[config.mk]
export PLATFORM = sky130hd
export DESIGN_NAME = apb_fifo_bridge
export DESIGN_NICKNAME = d
export VERILOG_FILES = /design/src/rtl/apb_fifo_pkg.sv /design/src/rtl/fifo_level_cnt.sv /design/src/rtl/apb_fifo_bridge.sv
export SDC_FILE = /design/constraint.sdc
export NUM_CORES = 1
export LEC_CHECK = 0
export CAP_MARGIN = 10
export CORE_AREA = 2 2 60 62
export DETAILED_ROUTE_END_ITERATION = 8
export DIE_AREA = 0 0 62 64
export PLACE_DENSITY = 0.77
export SKIP_LAST_GASP = 1
export SLEW_MARGIN = 30
export SYNTH_ARGS = -nofsm -noshare
export SYNTH_HDL_FRONTEND = slang
export SYNTH_SLANG_ARGS = --single-unit
[constraint.sdc]
create_clock -name clk -period 3.3 [get_ports clk]
set_clock_uncertainty 0.1 [all_clocks]
set_input_delay 0.66 -clock clk [delete_from_list [all_inputs] [get_ports clk]]
set_output_delay 0.66 -clock clk [all_outputs]
set_load 0.01 [all_outputs]
[src/rtl/apb_fifo_pkg.sv]
// Shared constants and types for the APB-to-fifo bridge and its level counter.
// Register offsets are byte addresses; only bits [3:2] of paddr select a register.
package apb_fifo_pkg;

    localparam logic [3:0] ADDR_DATA   = 4'h0;
    localparam logic [3:0] ADDR_STATUS = 4'h4;
    localparam logic [3:0] ADDR_THRESH = 4'hC;

    localparam int STS_EMPTY     = 0;
    localparam int STS_FULL      = 1;
    localparam int STS_OVF       = 2;
    localparam int STS_UDF       = 3;
    localparam int STS_LEVEL_LSB = 8;
    localparam int STS_LEVEL_W   = 8;

    typedef enum logic [0:0] {
        IDLE    = 1'b0,
        RD_WAIT = 1'b1
    } state_e;

    // A counter that holds 0..depth inclusive.
    function automatic int level_width(input int depth);
        return $clog2(depth + 1);
    endfunction

endpackage

[src/rtl/fifo_level_cnt.sv]
// Shadow fill-level counter for a fifo: counts pushes up and pops down, range 0..DEPTH.
// Saturates at both ends so a stray strobe can never wrap the level.
module fifo_level_cnt
    import apb_fifo_pkg::*;
#(
    parameter int DEPTH = 16,
    parameter int LVL_W = level_width(DEPTH)
) (
    input  logic             clk,
    input  logic             rst,
    input  logic             inc_i,
    input  logic             dec_i,
    output logic [LVL_W-1:0] level_o
);

    logic [LVL_W-1:0] level_q;
    logic [LVL_W-1:0] level_d;

    always_comb begin
        level_d = level_q;
        if (inc_i && !dec_i && (level_q != LVL_W'(DEPTH))) begin
            level_d = level_q + 1'b1;
        end else if (dec_i && !inc_i && (level_q != '0)) begin
            level_d = level_q - 1'b1;
        end
    end

    always_ff @(posedge clk) begin
        if (rst) begin
            level_q <= '0;
        end else begin
            level_q <= level_d;
        end
    end

    assign level_o = level_q;

endmodule

[src/rtl/apb_fifo_bridge.sv]
// APB3 slave giving register-mapped push/pop access to a fifo, with sticky error flags.
// Define APB_FIFO_IRQ_EN to add the THRESH register at 0xC and the registered irq output.
//
//  state   | meaning
//  --------+-------------------------------------------------------------
//  IDLE    | no read outstanding; every access completes in its first cycle
//  RD_WAIT | fifo popped last cycle; return fifo_dout and complete
module apb_fifo_bridge
    import apb_fifo_pkg::*;
#(
    parameter int WIDTH   = 8,
    parameter int DEPTH   = 16,
    parameter int ADDR_W  = 4,
    parameter int PDATA_W = 32
) (
    input  logic               clk,
    input  logic               rst,
    input  logic               psel,
    input  logic               penable,
    input  logic               pwrite,
    input  logic [ADDR_W-1:0]  paddr,
    input  logic [PDATA_W-1:0] pwdata,
    output logic [PDATA_W-1:0] prdata,
    output logic               pready,
    output logic               pslverr,
    output logic               fifo_wr_en,
    output logic [WIDTH-1:0]   fifo_din,
    output logic               fifo_rd_en,
    input  logic [WIDTH-1:0]   fifo_dout,
    input  logic               fifo_full,
    input  logic               fifo_empty
`ifdef APB_FIFO_IRQ_EN
    ,
    output logic               irq
`endif
);

    localparam int LVL_W = level_width(DEPTH);

    state_e             state_q, state_d;
    logic               ovf_q, ovf_d;
    logic               udf_q, udf_d;
    logic               ovf_set, ovf_clr;
    logic               udf_set, udf_clr;
    logic [LVL_W-1:0]   level;
    logic               access;
    logic [3:0]         reg_off;
    logic [PDATA_W-1:0] status_word;
    logic               unused_bits;

`ifdef APB_FIFO_IRQ_EN
    logic [7:0] thresh_q, thresh_d;
    logic       irq_q;
`endif

    // Reset masks the bus so nothing in flight can strobe the fifo.
    assign access  = psel & penable & ~rst;
    assign reg_off = {paddr[3:2], 2'b00};
    assign fifo_din = pwdata[WIDTH-1:0];
    assign unused_bits = ^{paddr, pwdata};

    always_comb begin
        status_word = '0;
        status_word[STS_EMPTY] = fifo_empty;
        status_word[STS_FULL]  = fifo_full;
        status_word[STS_OVF]   = ovf_q;
        status_word[STS_UDF]   = udf_q;
        status_word[STS_LEVEL_LSB +: STS_LEVEL_W] = STS_LEVEL_W'(level);
    end

    always_comb begin
        state_d    = state_q;
        pready     = 1'b0;
        pslverr    = 1'b0;
        prdata     = '0;
        fifo_wr_en = 1'b0;
        fifo_rd_en = 1'b0;
        ovf_set    = 1'b0;
        ovf_clr    = 1'b0;
        udf_set    = 1'b0;
        udf_clr    = 1'b0;
`ifdef APB_FIFO_IRQ_EN
        thresh_d   = thresh_q;
`endif
        case (state_q)
            IDLE: begin
                if (access) begin
                    case (reg_off)
                        ADDR_DATA: begin
                            if (pwrite) begin
                                pready = 1'b1;
                                if (fifo_full) begin
                                    pslverr = 1'b1;
                                    ovf_set = 1'b1;
                                end else begin
                                    fifo_wr_en = 1'b1;
                                end
                            end else if (fifo_empty) begin
                                pready  = 1'b1;
                                pslverr = 1'b1;
                                udf_set = 1'b1;
                            end else begin
                                fifo_rd_en = 1'b1;
                                state_d    = RD_WAIT;
                            end
                        end
                        ADDR_STATUS: begin
                            pready = 1'b1;
                            if (pwrite) begin
                                ovf_clr = pwdata[STS_OVF];
                                udf_clr = pwdata[STS_UDF];
                            end else begin
                                prdata = status_word;
                            end
                        end
`ifdef APB_FIFO_IRQ_EN
                        ADDR_THRESH: begin
                            pready = 1'b1;
                            if (pwrite) begin
                                thresh_d = pwdata[7:0];
                            end else begin
                                prdata = PDATA_W'(thresh_q);
                            end
                        end
`endif
                        default: begin
                            pready  = 1'b1;
                            pslverr = 1'b1;
                        end
                    endcase
                end
            end
            RD_WAIT: begin
                // An aborted transfer still returns to IDLE; the popped word is dropped.
                state_d = IDLE;
                if (access) begin
                    pready = 1'b1;
                    prdata = PDATA_W'(fifo_dout);
                end
            end
            default: state_d = IDLE;
        endcase
        ovf_d = ovf_set | (ovf_q & ~ovf_clr);
        udf_d = udf_set | (udf_q & ~udf_clr);
    end

    always_ff @(posedge clk) begin
        if (rst) begin
            state_q <= IDLE;
            ovf_q   <= 1'b0;
            udf_q   <= 1'b0;
        end else begin
            state_q <= state_d;
            ovf_q   <= ovf_d;
            udf_q   <= udf_d;
        end
    end

    fifo_level_cnt #(
        .DEPTH (DEPTH),
        .LVL_W (LVL_W)
    ) u_level (
        .clk     (clk),
        .rst     (rst),
        .inc_i   (fifo_wr_en),
        .dec_i   (fifo_rd_en),
        .level_o (level)
    );

`ifdef APB_FIFO_IRQ_EN
    always_ff @(posedge clk) begin
        if (rst) begin
            thresh_q <= '0;
            irq_q    <= 1'b0;
        end else begin
            thresh_q <= thresh_d;
            irq_q    <= (thresh_q != 8'd0) && (32'(level) >= 32'(thresh_q));
        end
    end

    assign irq = irq_q;
`endif

endmodule

==> key figures <==
Min path
  • Worst Hold Class: register to register

Synth
  • Commonest cells post-synth: buf_4, dfxtp_1, a21oi_1, nor2_1, and2_1
  • Most frequent cell after synthesis: buf_4
  • Ys async rst share: 0%
  • Post-Syn Area: 880 µm²
  • Post-synth cell types: 35
  • Largest area contributor in the netlist: buf_4
  • Syn Area/Cell: 8.00 µm²
  • Post-synth EDFFs: 0
  • Yosys top cell area share: a little under a quarter
  • Seq cells post-synth: 8
  • Synth warn: 0
  • Leading post-synthesis cells by cell area: buf_4, dfxtp_1, and2_1, ha_1, a21oi_1
  • Syn Inst Count: 110
  • Main synth FF type: dfxtp_1
  • Seq/Total Area, Yosys: 18.2%

Global routing
  • GRT Util Overall: 10.8%
  • Gr ovfl total: 0
  • Largest net degree at the start of global routing: 10
  • Global-route wire length before repair: 3260 µm
  • Initial antenna violation count: 0
  • Vias in the first global route: 730

Clock tree
  • CTS tree: built
  • Clock transition at the registers of the reported paths: 50 ps
  • CTS Buf Count: 3
  • Clock Sinks: 8
  • CTS max path bufs: 2
  • Root buf cell: clkbuf_4
  • H-tree levels: 1
  • Hold Buf Count CTS: 0
  • Post-CTS Setup Bufs: 0
  • Worst-skew pair later-pin latency: ~260 ps

Critical path
  • Worst Path Arrival: roughly 2500 ps
  • CP Class: input pin to output port
  • Setup crit start kind: input pin
  • Critical Path Fanout Max: 4
  • Crit. End Element: output port
  • CP Data Required Time: about 2500 ps

Pwr
  • Pleak: between 0.5 and 0.6 nW
  • P_sw: 0.0646 mW
  • Sequential Power Share: 41.3%
  • Switching Share: a little over a quarter
  • Logic pwr share: around a quarter
  • Total Power: between 0.2 and 0.25 mW
  • Internal power: 0.171 mW
  • Clock group share of total power: 33.4%
  • Peak VDD IR: 0.000108 V
  • Power Dens Cells: 182 nW/µm²

STA
  • Final setup viols: 0
  • Fin crit share: 98.0%
  • Max Transition Viols Final: 0
  • Final hold violation count: 0
  • Period minus WS final: 3230 ps
  • RSZ-0062 raised after global routing: yes
  • PnR worst setup slack: approximately 68 ps
  • Max frequency: a little over 300 MHz

Routing
  • DR vias: 876
  • Pre-antenna DRT Iters: 4
  • Antenna viol nets, final: 0
  • Drt total wl: 2080 µm
  • Vias per Instance: 4.38
  • WL per Instance: between 10 and 15 µm
  • Initial DRC count: 15
  • Remaining DRCs: 0

Floorplan
  • Initial core utilization: 26.8%
  • Die width: around 62 µm
  • Die area: 3970 µm²
  • Io pins: 95
  • Core area: 3280 µm²
  • Num rows: 21
  • Die height: approximately 64 µm

Placed design
  • Port buffer count: 37
  • GP Congestion: 0.813
  • HPWL after detailed placement: 1740 µm
  • Pre-CTS WS: -63.7 ps

Layout
  • Final net count: between 200 and 250
  • Area added between synthesis and finish: 46.9%
  • Layout cell share with drive strength beyond 1: between 10% and 20%
  • ANT cells: 0

Status
  • Status: completed

Job
  • Max-cap violation count: 0
## placed cells by master (no fill, tap or decap)
| cell | netlist | final |
|---|---|---|
| a22o_1 | 4 | 4 |
| nor4_1 | 1 | 1 |
| or4_1 | 1 | 1 |
| a21oi_1 | 7 | 7 |
| nor2_1 | 7 | 7 |
| nand4bb_1 | 1 | 1 |
| o32a_1 | 1 | 1 |
| o21ai_0 | 4 | 4 |
| or3b_2 | 3 | 3 |
| mux2i_1 | 2 | 2 |
| clkdlybuf4s50_1 | 0 | 35 |
| clkbuf_4 | 0 | 3 |
| or4b_1 | 1 | 1 |
| or2_4 | 1 | 1 |
| a21o_1 | 1 | 1 |
| nand2_1 | 4 | 4 |
| a2111oi_0 | 1 | 1 |
| dlygate4sd2_1 | 0 | 2 |
| or4_4 | 1 | 1 |
| a31o_2 | 1 | 1 |
| a211o_1 | 1 | 1 |
| and3_1 | 5 | 5 |
| nor3b_1 | 1 | 1 |
| conb_1 | 1 | 19 |
| dfxtp_1 | 8 | 8 |
| nand3_1 | 2 | 2 |
| buf_4 | 27 | 14 |
| nor4b_2 | 1 | 1 |
| o221ai_1 | 1 | 1 |
| inv_1 | 5 | 5 |
| nand2b_1 | 2 | 2 |
| fa_1 | 1 | 1 |
| o21a_1 | 1 | 1 |
| xor2_1 | 2 | 2 |
| o211ai_1 | 1 | 1 |
| and2_1 | 6 | 6 |
| ha_1 | 3 | 3 |
## critical path, stage by stage
cell and delay, ps:
clkdlybuf4s50_1 480, or4_4 510, or2_4 240, inv_1 50
clkdlybuf4s50_1 530
## area by class of cell
| class | instances | area (µm²) |
|---|---|---|
| fillers | 346 | 1990 |
| clock buffers | 3 | 22.5 |
| repair buffers | 51 | 473 |
| well taps | 46 | 57.6 |
| inverters | 5 | 18.8 |
| flip-flops and latches | 8 | 160 |
| multi-input cells | 87 | 561 |
## path summary, 6_finish.rpt
path / startpoint / end / slack [ps] / cells past startpoint
worst max-delay path: pwrite / fifo_rd_en / 70 / 5
worst min-delay path: ovf_q / ovf_q / 400 / 2
worst max register to register: state_q / u_level.level_o[4] / 930 / 9
worst min register to register: ovf_q / ovf_q / 400 / 2
## registers in the layout, indices dropped and copies added, names as in the netlist
signal and count:
ovf_q 1, u_level.level_o 5, state_q 1, udf_q 1
## power groups by stage
stage	logic, mW	clock network, mW	registers, mW
3_5_place_dp	0.0601	0	0.0995
5_1_grt	0.0656	0.0826	0.0974
6_report	0.0596	0.0786	0.0973
4_1_cts	0.0596	0.0794	0.0973
3_3_place_gp	0.0600	0	0.0995
2_1_floorplan	0.0465	0	0.0993
## stage by stage
step,utilization [%],area (µm²),hold WS [ps],std cells,setup TNS (ps)
after floorplan,-,947,357,128,0
after global routing,39.4,1290,412,200,-3.67
after detailed placement,38.7,1270,392,197,-131
after global placement,38.7,1270,382,197,-153
after CTS,39.4,1290,400,200,0
final,39.4,1290,402,200,0
## metal layers
layer	up-vias	routed length [µm]	global-route usage, %
li1	436	-	-
met1	399	981	15.0
met2	39	908	15.6
met3	2	181	3.44
met4	0	12	3.19
met5	-	0	0
## kinds of logic after synthesis
group,share of synthesized area (%)
buf+inv,25.7
fa+ha+maj,6.54
other cells,0.426
flops,18.2
xor+xnor,1.99
compound gates,17.9
simple gates,26.9
mux,2.28
## timing repair
| action | CTS | global route |
|---|---|---|
| pin swaps | 0 | 0 |
| endpoints found under the setup margin | 2 | 1 |
| resized for setup | 2 | 0 |
No activity file was read; power rests on OpenSTA's default activity.
